--- src/rtl/maq_regressiva.sv ---
// -----------------------------------------------------------------------------
// maq_regressiva -- BCD MM:SS countdown timer for the digital clock.
//
// Holds a minutes:seconds value as four BCD digits. It counts down by one second
// on each maqr_enable tick while running. When the count reaches 00:00 it pulses
// maqr_fim for one cycle. It then holds maqr_alarme high for ALARME_TICKS enable
// ticks, or until the alarm is acknowledged with start, cancela or carrega.
//
// Ports
//   maqr_clock        in   system clock, rising edge
//   maqr_reset        in   synchronous active-high reset
//   maqr_enable       in   1-cycle 1 Hz tick shared with the clock counters
//   maqr_carrega      in   load maqr_ld_* (saturated per digit), ignored in RUN
//   maqr_ld_seg_uni   in   load value, seconds units   [3:0]
//   maqr_ld_seg_dez   in   load value, seconds tens    [2:0]
//   maqr_ld_min_uni   in   load value, minutes units   [3:0]
//   maqr_ld_min_dez   in   load value, minutes tens    [2:0]
//   maqr_start        in   start / pause / resume / acknowledge alarm
//   maqr_cancela      in   abort: back to IDLE at 00:00
//   maqr_seg_uni      out  seconds units              [3:0]
//   maqr_seg_dez      out  seconds tens               [2:0]
//   maqr_min_uni      out  minutes units              [3:0]
//   maqr_min_dez      out  minutes tens               [2:0]
//   maqr_estado       out  00 IDLE, 01 RUN, 10 PAUSE, 11 FIM
//   maqr_fim          out  1-cycle pulse on the edge that writes 00:00
//   maqr_alarme       out  alarm level while in FIM
// -----------------------------------------------------------------------------
module maq_regressiva #(
  parameter int SEG_DEZ_MAX  = 5,
  parameter int SEG_UNI_MAX  = 9,
  parameter int MIN_DEZ_MAX  = 5,
  parameter int MIN_UNI_MAX  = 9,
  parameter int ALARME_TICKS = 10
) (
  input  logic       maqr_clock,
  input  logic       maqr_reset,
  input  logic       maqr_enable,
  input  logic       maqr_carrega,
  input  logic [3:0] maqr_ld_seg_uni,
  input  logic [2:0] maqr_ld_seg_dez,
  input  logic [3:0] maqr_ld_min_uni,
  input  logic [2:0] maqr_ld_min_dez,
  input  logic       maqr_start,
  input  logic       maqr_cancela,
  output logic [3:0] maqr_seg_uni,
  output logic [2:0] maqr_seg_dez,
  output logic [3:0] maqr_min_uni,
  output logic [2:0] maqr_min_dez,
  output logic [1:0] maqr_estado,
  output logic       maqr_fim,
  output logic       maqr_alarme
);

  localparam int CNT_W = $clog2(ALARME_TICKS + 1);

  typedef enum logic [1:0] {
    IDLE  = 2'b00,
    RUN   = 2'b01,
    PAUSE = 2'b10,
    FIM   = 2'b11
  } estado_t;

  estado_t          estado_q, estado_d;
  logic [3:0]       seg_uni_q, seg_uni_d;
  logic [2:0]       seg_dez_q, seg_dez_d;
  logic [3:0]       min_uni_q, min_uni_d;
  logic [2:0]       min_dez_q, min_dez_d;
  logic             fim_q, fim_d;
  logic             alarme_q, alarme_d;
  logic [CNT_W-1:0] tick_q, tick_d;
  logic             count_zero;

  function automatic logic [3:0] sat4(input logic [3:0] v, input int max);
    return (int'(v) > max) ? 4'(max) : v;
  endfunction

  function automatic logic [2:0] sat3(input logic [2:0] v, input int max);
    return (int'(v) > max) ? 3'(max) : v;
  endfunction

  assign count_zero = (seg_uni_q == '0) && (seg_dez_q == '0) &&
                      (min_uni_q == '0) && (min_dez_q == '0);

  always_comb begin
    // NOTE: every _d gets a default before any branch so no path leaves a
    // signal unassigned, which would otherwise infer a latch.
    estado_d  = estado_q;
    seg_uni_d = seg_uni_q;
    seg_dez_d = seg_dez_q;
    min_uni_d = min_uni_q;
    min_dez_d = min_dez_q;
    fim_d     = 1'b0;
    alarme_d  = alarme_q;
    tick_d    = tick_q;

    if (maqr_cancela) begin
      estado_d  = IDLE;
      seg_uni_d = '0;
      seg_dez_d = '0;
      min_uni_d = '0;
      min_dez_d = '0;
      alarme_d  = 1'b0;
      tick_d    = '0;
    end else if (maqr_carrega && estado_q != RUN) begin
      estado_d  = IDLE;
      seg_uni_d = sat4(maqr_ld_seg_uni, SEG_UNI_MAX);
      seg_dez_d = sat3(maqr_ld_seg_dez, SEG_DEZ_MAX);
      min_uni_d = sat4(maqr_ld_min_uni, MIN_UNI_MAX);
      min_dez_d = sat3(maqr_ld_min_dez, MIN_DEZ_MAX);
      alarme_d  = 1'b0;
      tick_d    = '0;
    end else if (maqr_start) begin
      // A load while running is ignored, so start in the same cycle still acts.
      unique case (estado_q)
        IDLE:    if (!count_zero) estado_d = RUN;
        RUN:     estado_d = PAUSE;
        PAUSE:   estado_d = RUN;
        FIM: begin
          estado_d = IDLE;
          alarme_d = 1'b0;
          tick_d   = '0;
        end
        default: estado_d = IDLE;
      endcase
    end else if (maqr_enable) begin
      if (estado_q == RUN && !count_zero) begin
        // Borrow chain: each digit that is already 0 reloads its MAX and
        // borrows from the next digit up.
        if (seg_uni_q != '0) begin
          seg_uni_d = seg_uni_q - 4'd1;
        end else begin
          seg_uni_d = 4'(SEG_UNI_MAX);
          if (seg_dez_q != '0) begin
            seg_dez_d = seg_dez_q - 3'd1;
          end else begin
            seg_dez_d = 3'(SEG_DEZ_MAX);
            if (min_uni_q != '0) begin
              min_uni_d = min_uni_q - 4'd1;
            end else begin
              min_uni_d = 4'(MIN_UNI_MAX);
              min_dez_d = min_dez_q - 3'd1;
            end
          end
        end
        if (seg_uni_d == '0 && seg_dez_d == '0 &&
            min_uni_d == '0 && min_dez_d == '0) begin
          estado_d = FIM;
          fim_d    = 1'b1;
          alarme_d = 1'b1;
          tick_d   = '0;
        end
      end else if (estado_q == FIM) begin
        if (tick_q == CNT_W'(ALARME_TICKS - 1)) begin
          estado_d = IDLE;
          alarme_d = 1'b0;
          tick_d   = '0;
        end else begin
          tick_d = tick_q + CNT_W'(1);
        end
      end
    end
  end

  // NOTE: state registers use non-blocking assignments so every flop samples
  // the pre-edge values, independent of statement order.
  always_ff @(posedge maqr_clock) begin
    if (maqr_reset) begin
      estado_q  <= IDLE;
      seg_uni_q <= '0;
      seg_dez_q <= '0;
      min_uni_q <= '0;
      min_dez_q <= '0;
      fim_q     <= 1'b0;
      alarme_q  <= 1'b0;
      tick_q    <= '0;
    end else begin
      estado_q  <= estado_d;
      seg_uni_q <= seg_uni_d;
      seg_dez_q <= seg_dez_d;
      min_uni_q <= min_uni_d;
      min_dez_q <= min_dez_d;
      fim_q     <= fim_d;
      alarme_q  <= alarme_d;
      tick_q    <= tick_d;
    end
  end

  assign maqr_seg_uni = seg_uni_q;
  assign maqr_seg_dez = seg_dez_q;
  assign maqr_min_uni = min_uni_q;
  assign maqr_min_dez = min_dez_q;
  assign maqr_estado  = estado_q;
  assign maqr_fim     = fim_q;
  assign maqr_alarme  = alarme_q;

endmodule

--- config.mk ---
export PLATFORM = sky130hd
export DESIGN_NAME = maq_regressiva
export DESIGN_NICKNAME = d
export VERILOG_FILES = /design/src/rtl/maq_regressiva.sv
export SDC_FILE = /design/constraint.sdc
export NUM_CORES = 1
export LEC_CHECK = 0
export ABC_CLOCK_PERIOD_IN_PS = 2009
export CAP_MARGIN = 20
export CORE_UTILIZATION = 25
export DETAILED_ROUTE_END_ITERATION = 8
export GPL_TIMING_DRIVEN = 0
export HOLD_SLACK_MARGIN = 0.06
export PLACE_DENSITY = 0.48
export SLEW_MARGIN = 30
export SYNTH_ARGS = -nofsm -noshare
export SYNTH_HDL_FRONTEND = slang
export SYNTH_SLANG_ARGS = --single-unit
--- constraint.sdc ---
create_clock -name maqr_clock -period 2.01 [get_ports maqr_clock]
set_input_delay 0.5025 -clock maqr_clock [delete_from_list [all_inputs] [get_ports maqr_clock]]
set_output_delay 0.5025 -clock maqr_clock [all_outputs]
set_load 0.005 [all_outputs]
==> flow_metrics.py, run 1 <==
metrics = {
    "finish": {
        "area_growth_pct": 63.65,
        "diodes": 0,
        "drive_above_1_share_pct": 29.27,
        "layoutNonFillerInstCount": 318,
        "fillerInstances": 578,
        "final_nets": 272,
        "layout_commonest_cell": "clkdlybuf4s50_1",
        "most-common-layout-cells": "35 x clkdlybuf4s50_1, 20 x buf_4, 17 x nor2_1",
        "final-seq-area_sq_um": 467.9,
        "multi_input_area_sq_mm": 0.001142,
    },
    "sta": {
        "slew_headroom_pct": 62.12,
        "fin_crit_sh_pct": 115.1,
        "hold_viol": 0,
        "final-setup-viol-count": 10,
        "max_freq_mhz": 432.2,
        "setup_slack_ns": -0.3037,
        "finClkSkew_ns": 0.007925,
        "fin_crit_ns": 2.314,
        "tns_ns": -1.830,
        "grt_setup_unrepaired": "true",
        "worstMarginPinSlew_ns": 0.5683,
        "drv_slew": 0,
    },
    "yosys": {
        "yosysWarnings": 0,
        "synth_area_leaders": "dfxtp_1 30%, nor2_1 5.4%, a21oi_1 5.1%",
        "syn_avg_cell_area_sq_um": 8.057,
        "synth_top_area_cell": "dfxtp_1",
        "synth-seq-cells": 22,
        "synthFlopType": "dfxtp_1",
        "synth_area_sq_mm": 0.001466,
        "async_reset_ff_share_pct": 0,
        "synth_edf_count": 0,
        "synth_nets": 207,
        "synth_top_area_share_pct": 30.03,
        "ys_seq_area_share_pct": 30.03,
        "yosysUniqueCellTypes": 50,
        "synthCells": 182,
    },
    "clock_network": {
        "cts_tree": "yes",
        "cts.sinks": 22,
        "clk_pin_slew_ns": 0.10,
        "htree_num_levels": 1,
        "cts_buffers": 3,
        "root_buffer": "clkbuf_8",
        "holdBufCountCts": 0,
        "insertion_delay_ns": 0.27,
        "clockBufferDepth": 2,
    },
    "floorplanning": {
        "dieArea_sq_mm": 0.006176,
        "core_area_sq_mm": 0.005574,
        "dieWidth_microns": 78.59,
        "rows": 27,
        "fp.dieH_microns": 78.59,
        "initial_core_util_pct": 26.31,
        "num_io_pins": 38,
    },
    "detailed_routing": {
        "routed_wl_microns": 4568,
        "routedWlPerCell_microns": 14.36,
        "viasPerCell": 4.962,
        "antenna_left": 0,
        "vias": 1578,
        "firstDrtPassIters": 4,
        "first_iter_violations": 56,
        "drc": 0,
    },
    "critical_path": {
        "required_ns": 2.18,
        "criticalPathCategory": "reg -> reg",
        "critPathArrivalTime_ns": 2.49,
        "crit_fanout": 5,
        "crit_path_start_kind": "register",
        "endpoint_kind": "register",
    },
    "worst_hold_path": {
        "hold_path_class": "reg -> reg",
    },
    "run_status": {
        "status": "finished, violations left",
        "violations": "negative setup slack",
    },
    "placement": {
        "place_inst": 291,
        "dpl.hpwl_microns": 3051,
        "port_buffers": 37,
        "gp_congestion": 0.7658,
    },
    "flow_run": {
        "drv_cap": 0,
    },
    "global_routing": {
        "grt_start_max_net_pins": 13,
        "grt_pass1_wl_microns": 6920,
        "grt_pass1_vias": 1461,
        "gr-total-overflow": 0,
        "antenna_found_initial": 0,
        "grt_use_total_pct": 14.19,
    },
    "power_and_ir_drop": {
        "power_w": 0.001121,
        "vdd_drop_max_uv": 284.9,
        "power_leakage_nw": 0.8852,
        "powerDensity_mw_per_mm2": 467.1,
    },
}
-- Yosys cell counts (all sizes together) (3+ instances only) --
master	instances
dfxtp	22
nor2	21
a21oi	15
nand2	11
o21ai	10
inv	9
nor3	7
nor4	7
a211oi	6
clkbuf	6
nand3	6
ha	5
xnor2	5
a31o	4
and2	4
nand2b	3
nor2b	3
nor3b	3
or4	3
-- critical path, cell delays in order (launching register included) --
cell     delay (ns)
dfxtp_2        0.34
or4_1          0.52
or4b_4         0.50
nor4_4         0.25
and4b_4        0.35
nor2_4         0.05
a31o_1         0.22
-- layer usage --
metal  track usage (%)  part of all wire [%]  vias up
met5                 0                     0        -
met4             3.148                  0.42        0
met3             1.860                   2.9        2
met2             24.61                    48       28
met1             18.48                    49      747
li1                  -                     -      801
-- sequential cells by signal, indices dropped and copies added (netlist names) --
register and cells:
maqr_min_uni 4, maqr_seg_uni 4, tick_q 4, maqr_fim 1
maqr_min_dez 3, maqr_alarme 1, maqr_seg_dez 3, maqr_estado 2
-- path summary, 6_finish.rpt --
path,startpoint,endpoint,cells past startpoint,slack (ns)
hold reg to reg,tick_q[3],tick_q[3],1,0.53
setup / recovery,maqr_min_dez[1],tick_q[0],6,-0.30
hold / removal,tick_q[3],tick_q[3],1,0.53
setup reg to reg,maqr_min_dez[1],tick_q[0],6,-0.30
-- per-stage QoR --
stage | hold WS (ns) | setup WS, ns | instance area (sq um) | utilization [%]
3_3_place_gp | 0.5079 | -0.7087 | 1942 | 34.84
5_1_grt | 0.5622 | -0.3671 | 2400 | 43.05
2_1_floorplan | 0.4752 | -0.1820 | 1481 | -
6_report | 0.5287 | -0.3037 | 2400 | 43.05
3_5_place_dp | 0.5062 | -0.6826 | 1942 | 34.84
4_1_cts | 0.5303 | -0.2438 | 2148 | 38.54
-- where the power goes --
group	internal (W)	total, W	switching (W)	leakage [nW]
Sequential	0.000443	0.000464	0.0000215	0.185
Clock	0.000175	0.000341	0.000166	0.0288
Combinational	0.000164	0.000315	0.000152	0.672
-- what timing repair did --
item	in CTS	in global routing
endpoints found under the hold margin	0	0
gates cloned	0	1
pin swaps	5	19
endpoints found under the setup margin	21	22
setup buffers	8	16
resized for setup	21	29
-- cell type report --
cell class | count | area share [%]
clock buffers | 4 | 2.294
flip-flops and latches | 22 | 19.50
multi-input cells | 145 | 47.60
well taps | 72 | 3.754
repair buffers | 61 | 24.19
inverters | 9 | 1.408
plain buffers | 5 | 1.251
-- kinds of logic after synthesis --
kind of cell | share of synthesized area, %
AOI/OAI and AO/OA | 22.61
xor gates and xnor gates | 4.181
adders and majority gates | 4.266
buffers and inverters | 3.839
DFF | 30.03
muxes | 2.901
and+or+nand+nor | 32.17
Power figures use the tool's default switching activity.
==> run 2: changes to the inputs <==
Settings changed: CORE_UTILIZATION 25 to 44, CTS_CLUSTER_SIZE from default to 28, PLACE_DENSITY 0.48 to 0.76.
==> flow_metrics.py, run 2 (synthesized netlist as in run 1, its figures left out) <==
metrics = {
    "floorplanning": {
        "fp.dieH_microns": 59.73,
        "initial_core_util_pct": 47.26,
        "core_area_sq_mm": 0.003103,
        "num_io_pins": 38,
        "rows": 20,
        "dieArea_sq_mm": 0.003568,
        "dieWidth_microns": 59.73,
    },
    "global_routing": {
        "grt_use_total_pct": 26.13,
        "grt_pass1_wl_microns": 7003,
        "antenna_found_initial": 0,
        "grt_start_max_net_pins": 13,
        "grt_pass1_vias": 1551,
        "gr-total-overflow": 0,
    },
    "detailed_routing": {
        "viasPerCell": 6.223,
        "firstDrtPassIters": 5,
        "first_iter_violations": 137,
        "antenna_left": 0,
        "routed_wl_microns": 5210,
        "routedWlPerCell_microns": 17.90,
        "vias": 1811,
        "drc": 0,
    },
    "power_and_ir_drop": {
        "vdd_drop_max_uv": 276.6,
        "powerDensity_mw_per_mm2": 442.0,
        "pwr-share-seq_pct": 44.8,
        "power_leakage_nw": 0.8753,
        "p_clk_share_pct": 22.2,
        "p_int_w": 0.0006958,
        "switching_share_pct": 33.09,
        "power_w": 0.001040,
        "pwr-share-comb_pct": 32.9,
        "p_sw_w": 0.0003440,
    },
    "critical_path": {
        "critPathCapture": "tick_q[0]",
        "startpoint": "maqr_min_dez[1]",
        "critPathArrivalTime_ns": 2.54,
        "required_ns": 2.25,
        "criticalPathCategory": "reg -> reg",
        "crit_fanout": 5,
        "endpoint_kind": "register",
        "worstRegToRegCells": 6,
        "r2r_end": "tick_q[0]",
        "regToRegSetupSlack_ns": -0.29,
        "timing.rr.start": "maqr_min_dez[1]",
        "crit_path_start_kind": "register",
    },
    "worst_hold_path": {
        "hold_path_class": "reg -> reg",
    },
    "sta": {
        "finClkSkew_ns": 0.002988,
        "hold_viol": 0,
        "worstMarginPinSlew_ns": 0.5424,
        "fin_crit_sh_pct": 114.3,
        "final-setup-viol-count": 20,
        "setup_slack_ns": -0.2883,
        "slew_headroom_pct": 63.84,
        "max_freq_mhz": 435.1,
        "fin_crit_ns": 2.298,
        "drv_slew": 0,
        "grt_setup_unrepaired": "true",
    },
    "placement": {
        "placed_cell_area_sq_mm": 0.001907,
        "port_buffers": 37,
        "gp_congestion": 0.8325,
        "dpl.hpwl_microns": 2970,
    },
    "clock_network": {
        "cts_buffers": 3,
        "cts.sinks": 22,
        "clockBufferDepth": 2,
        "root_buffer": "clkbuf_4",
        "insertion_delay_ns": 0.33,
        "clk_pin_slew_ns": 0.13,
        "htree_num_levels": 1,
        "holdBufCountCts": 0,
        "cts_tree": "yes",
    },
    "finish": {
        "layout_commonest_cell": "clkdlybuf4s50_1",
        "diodes": 0,
        "final_nets": 273,
        "most-common-layout-cells": "35 x clkdlybuf4s50_1, 20 x buf_4, 17 x nor2_1",
        "final_area_sq_mm": 0.002352,
        "fillerInstances": 226,
        "drive_above_1_share_pct": 30.77,
        "area_growth_pct": 60.41,
    },
    "run_status": {
        "violations": "negative setup slack",
        "status": "finished, violations left",
    },
    "flow_run": {
        "drv_cap": 0,
    },
}
[run 2: critical path: stages (launching register included)]
cell,delay [ns]
dfxtp_2,0.35
or4_4,0.52
or4b_4,0.50
nor4_4,0.21
and4b_4,0.34
nor2_2,0.06
a31o_1,0.22
[run 2: final cells by class]
type / instances / area, sq um / area share [%]
buffer: 4 / 22.52 / 0.9574
tap: 44 / 55.05 / 2.340
timing repair buffer: 63 / 598.1 / 25.43
multi-input combinational: 145 / 1146 / 48.72
inverter: 9 / 33.78 / 1.436
clock buffer: 4 / 26.28 / 1.117
sequential: 22 / 470.5 / 20.00
[run 2: what timing repair did]
item	CTS	global route
pin swaps	3	21
setup endpoints to repair	21	23
resized for setup	17	41
setup buffers	9	18
[run 2: stage by stage]
stage                     hold slack, ns  std cells  utilization (%)  worst slack, ns  setup TNS (ns)
after floorplan                   0.4752        182                -          -0.1820         -0.6972
after global placement            0.4891        263            61.45          -0.6080          -7.349
after detailed placement          0.5165        263            61.45          -0.6526          -8.162
after CTS                         0.5473        275            66.57          -0.2203          -1.349
after global routing              0.5545        291            75.81          -0.3674          -3.699
final                             0.5432        291            75.81          -0.2883          -2.444
[run 2: how the worst min path moves through the flow]
stage | start | to | slack (ns) | cells past startpoint
CTS | maqr_alarme | maqr_alarme | 0.55 | 1
global route | maqr_alarme | maqr_alarme | 0.55 | 1
detailed placement | maqr_alarme | maqr_alarme | 0.52 | 1
finish | maqr_alarme | maqr_alarme | 0.54 | 1
global placement | tick_q[3] | tick_q[3] | 0.49 | 1
floorplan | tick_q[3] | tick_q[3] | 0.48 | 1
[run 2: power groups by stage]
stage	registers [W]	logic (W)	clock network, W
3_3_place_gp	0.000475	0.000229	0
3_5_place_dp	0.000475	0.000234	0
2_1_floorplan	0.000473	0.000137	0
6_report	0.000466	0.000343	0.000231
5_1_grt	0.000468	0.000366	0.000246
4_1_cts	0.000467	0.000264	0.000227
[run 2: routing by layer]
layer	wire, microns	global-route usage (%)	up-vias
met3	333	4.545	19
met5	0	0	-
met2	2720	48.10	89
li1	-	-	806
met4	124	10.30	0
met1	2032	29.50	897
==> run 3: changes to the inputs <==
Settings changed: REMOVE_ABC_BUFFERS from default to 1.
==> flow_metrics.py, run 3 (synthesized netlist as in run 1, its figures left out) <==
metrics = {
    "run_status": {
        "status": "finished, violations left",
        "violations": "negative setup slack",
    },
    "floorplanning": {
        "num_io_pins": 38,
        "dieWidth_microns": 59.73,
        "rows": 20,
        "core_area_sq_mm": 0.003103,
        "initial_core_util_pct": 47.26,
        "fp.dieH_microns": 59.73,
        "dieArea_sq_mm": 0.003568,
    },
    "finish": {
        "diodes": 0,
        "layout_commonest_cell": "clkdlybuf4s50_1",
        "area_growth_pct": 43.26,
        "final_nets": 255,
        "multi_input_area_sq_mm": 0.001061,
        "final_area_sq_mm": 0.002101,
        "fillerInstances": 270,
        "most-common-layout-cells": "35 x clkdlybuf4s50_1, 19 x nor2_1, 15 x dfxtp_1",
        "final-seq-area_sq_um": 459.2,
        "drive_above_1_share_pct": 21.49,
    },
    "global_routing": {
        "gr-total-overflow": 0,
        "antenna_found_initial": 0,
        "grt_use_total_pct": 22.67,
        "grt_start_max_net_pins": 23,
        "grt_pass1_vias": 1343,
        "grt_pass1_wl_microns": 6030,
    },
    "placement": {
        "dpl.hpwl_microns": 2734,
        "placed_cell_area_sq_mm": 0.001869,
        "gp_congestion": 0.8514,
        "port_buffers": 37,
    },
    "detailed_routing": {
        "vias": 1523,
        "drc": 0,
        "routed_wl_microns": 3881,
        "antenna_left": 0,
        "firstDrtPassIters": 4,
        "routedWlPerCell_microns": 14.27,
        "viasPerCell": 5.599,
        "first_iter_violations": 57,
    },
    "sta": {
        "grt_setup_unrepaired": "true",
        "hold_viol": 0,
        "slew_headroom_pct": 60.44,
        "max_freq_mhz": 422.6,
        "setup_slack_ns": -0.3561,
        "final-setup-viol-count": 15,
        "fin_crit_ns": 2.366,
        "drv_slew": 0,
        "hold_slack_ns": 0.5275,
        "fin_crit_sh_pct": 117.7,
        "tns_ns": -2.694,
        "finClkSkew_ns": 0.001732,
        "worstMarginPinSlew_ns": 0.5885,
    },
    "critical_path": {
        "criticalPathCategory": "reg -> reg",
        "crit_chain": "or4_4 > or4b_4 > nor4_4 > and4b_4 > nor2_1 > o41ai_2",
        "crit_fanout": 5,
        "crit_buf_inv": 0,
        "required_ns": 2.24,
        "crit_path_start_kind": "register",
        "max_stage_delay_ns": 0.53,
        "endpoint_kind": "register",
        "regToRegSetupSlack_ns": -0.36,
        "cpMaxStageDelayCell": "or4_4",
        "critPathArrivalTime_ns": 2.60,
        "cp_top_family": "simple AND/OR/NAND/NOR gates",
        "timing.rr.start": "maqr_min_uni[3]",
        "r2r_end": "tick_q[1]",
        "worstRegToRegCells": 6,
    },
    "flow_run": {
        "drv_cap": 0,
    },
    "worst_hold_path": {
        "min_from": "tick_q[3]",
        "holdPathEnd": "tick_q[3]",
        "hold_path_class": "reg -> reg",
        "worstHoldPathCells": 1,
    },
    "power_and_ir_drop": {
        "power_leakage_nw": 0.7577,
        "p_int_w": 0.0006579,
        "pwr-share-seq_pct": 49.0,
        "p_sw_w": 0.0002949,
        "power_w": 0.0009528,
        "vdd_drop_max_uv": 331.6,
        "powerDensity_mw_per_mm2": 453.5,
        "pwr-share-comb_pct": 28.9,
        "switching_share_pct": 30.95,
        "p_clk_share_pct": 22.1,
    },
    "clock_network": {
        "insertion_delay_ns": 0.32,
        "cts_tree": "yes",
        "holdBufCountCts": 0,
        "htree_num_levels": 1,
        "clk_pin_slew_ns": 0.12,
        "root_buffer": "clkbuf_4",
        "cts_buffers": 3,
        "cts.sinks": 22,
        "clockBufferDepth": 2,
    },
}
==> run 3: cell types whose count changed in the layout (fill, tap and decap cells not counted), sizes merged <==
cell    delta
clkbuf     -4
buf       -15
==> run 3: worst max-delay path by stage <==
stage | from | end | cells past startpoint
final | maqr_min_uni[3] | tick_q[1] | 6
after global placement | maqr_seg_dez[0] | tick_q[1] | 8
after global routing | maqr_min_uni[2] | tick_q[2] | 6
after detailed placement | maqr_seg_dez[0] | tick_q[1] | 8
after CTS | maqr_min_uni[2] | tick_q[1] | 6
after floorplan | maqr_seg_dez[0] | tick_q[1] | 8
==> run 3: layout make-up <==
type                       count  share of cell area [%]
clock buffer                   3                   1.072
inverter                       9                   1.608
sequential                    22                   21.86
timing repair buffer          49                   22.33
tap                           44                   2.621
multi-input combinational    145                   50.51
==> run 3: layer usage <==
layer	wire (microns)	track usage, %	share of wire, %	vias to the layer above
met5	0	0	0	-
met4	57	9.635	1.5	0
met3	163	3.030	4.2	4
met2	1863	37.94	48	44
met1	1797	29.13	46	704
li1	-	-	-	771
==> run 3: worst register-to-register path, stage by stage (launching register included) <==
cell and delay [ns]:
dfxtp_1 0.37, or4_4 0.53, or4b_4 0.51, nor4_4 0.28
and4b_4 0.31, nor2_1 0.07, o41ai_2 0.21
==> run 3: repair_timing <==
action	in CTS	in global routing
buffers inserted	7	5
resized for setup	21	13
pin swaps	5	6
setup endpoints to repair	22	20
==> run 3: power by group through the flow <==
stage	clock, W	combinational, W	sequential, W
detailed placement	0	0.000227	0.000478
global placement	0	0.000221	0.000477
floorplan	0	0.000131	0.000475
finish	0.000211	0.000275	0.000466
CTS	0.000211	0.000254	0.000466
global route	0.000236	0.000301	0.000469
==> run 3: stage by stage <==
| step | utilization, % | setup slack [ns] | std cells |
|---|---|---|---|
| after floorplan | - | -0.3914 | 176 |
| after global placement | 60.24 | -0.7311 | 257 |
| after detailed placement | 60.24 | -0.8024 | 257 |
| after CTS | 65.24 | -0.3500 | 267 |
| after global routing | 67.70 | -0.4284 | 272 |
| final | 67.70 | -0.3561 | 272 |
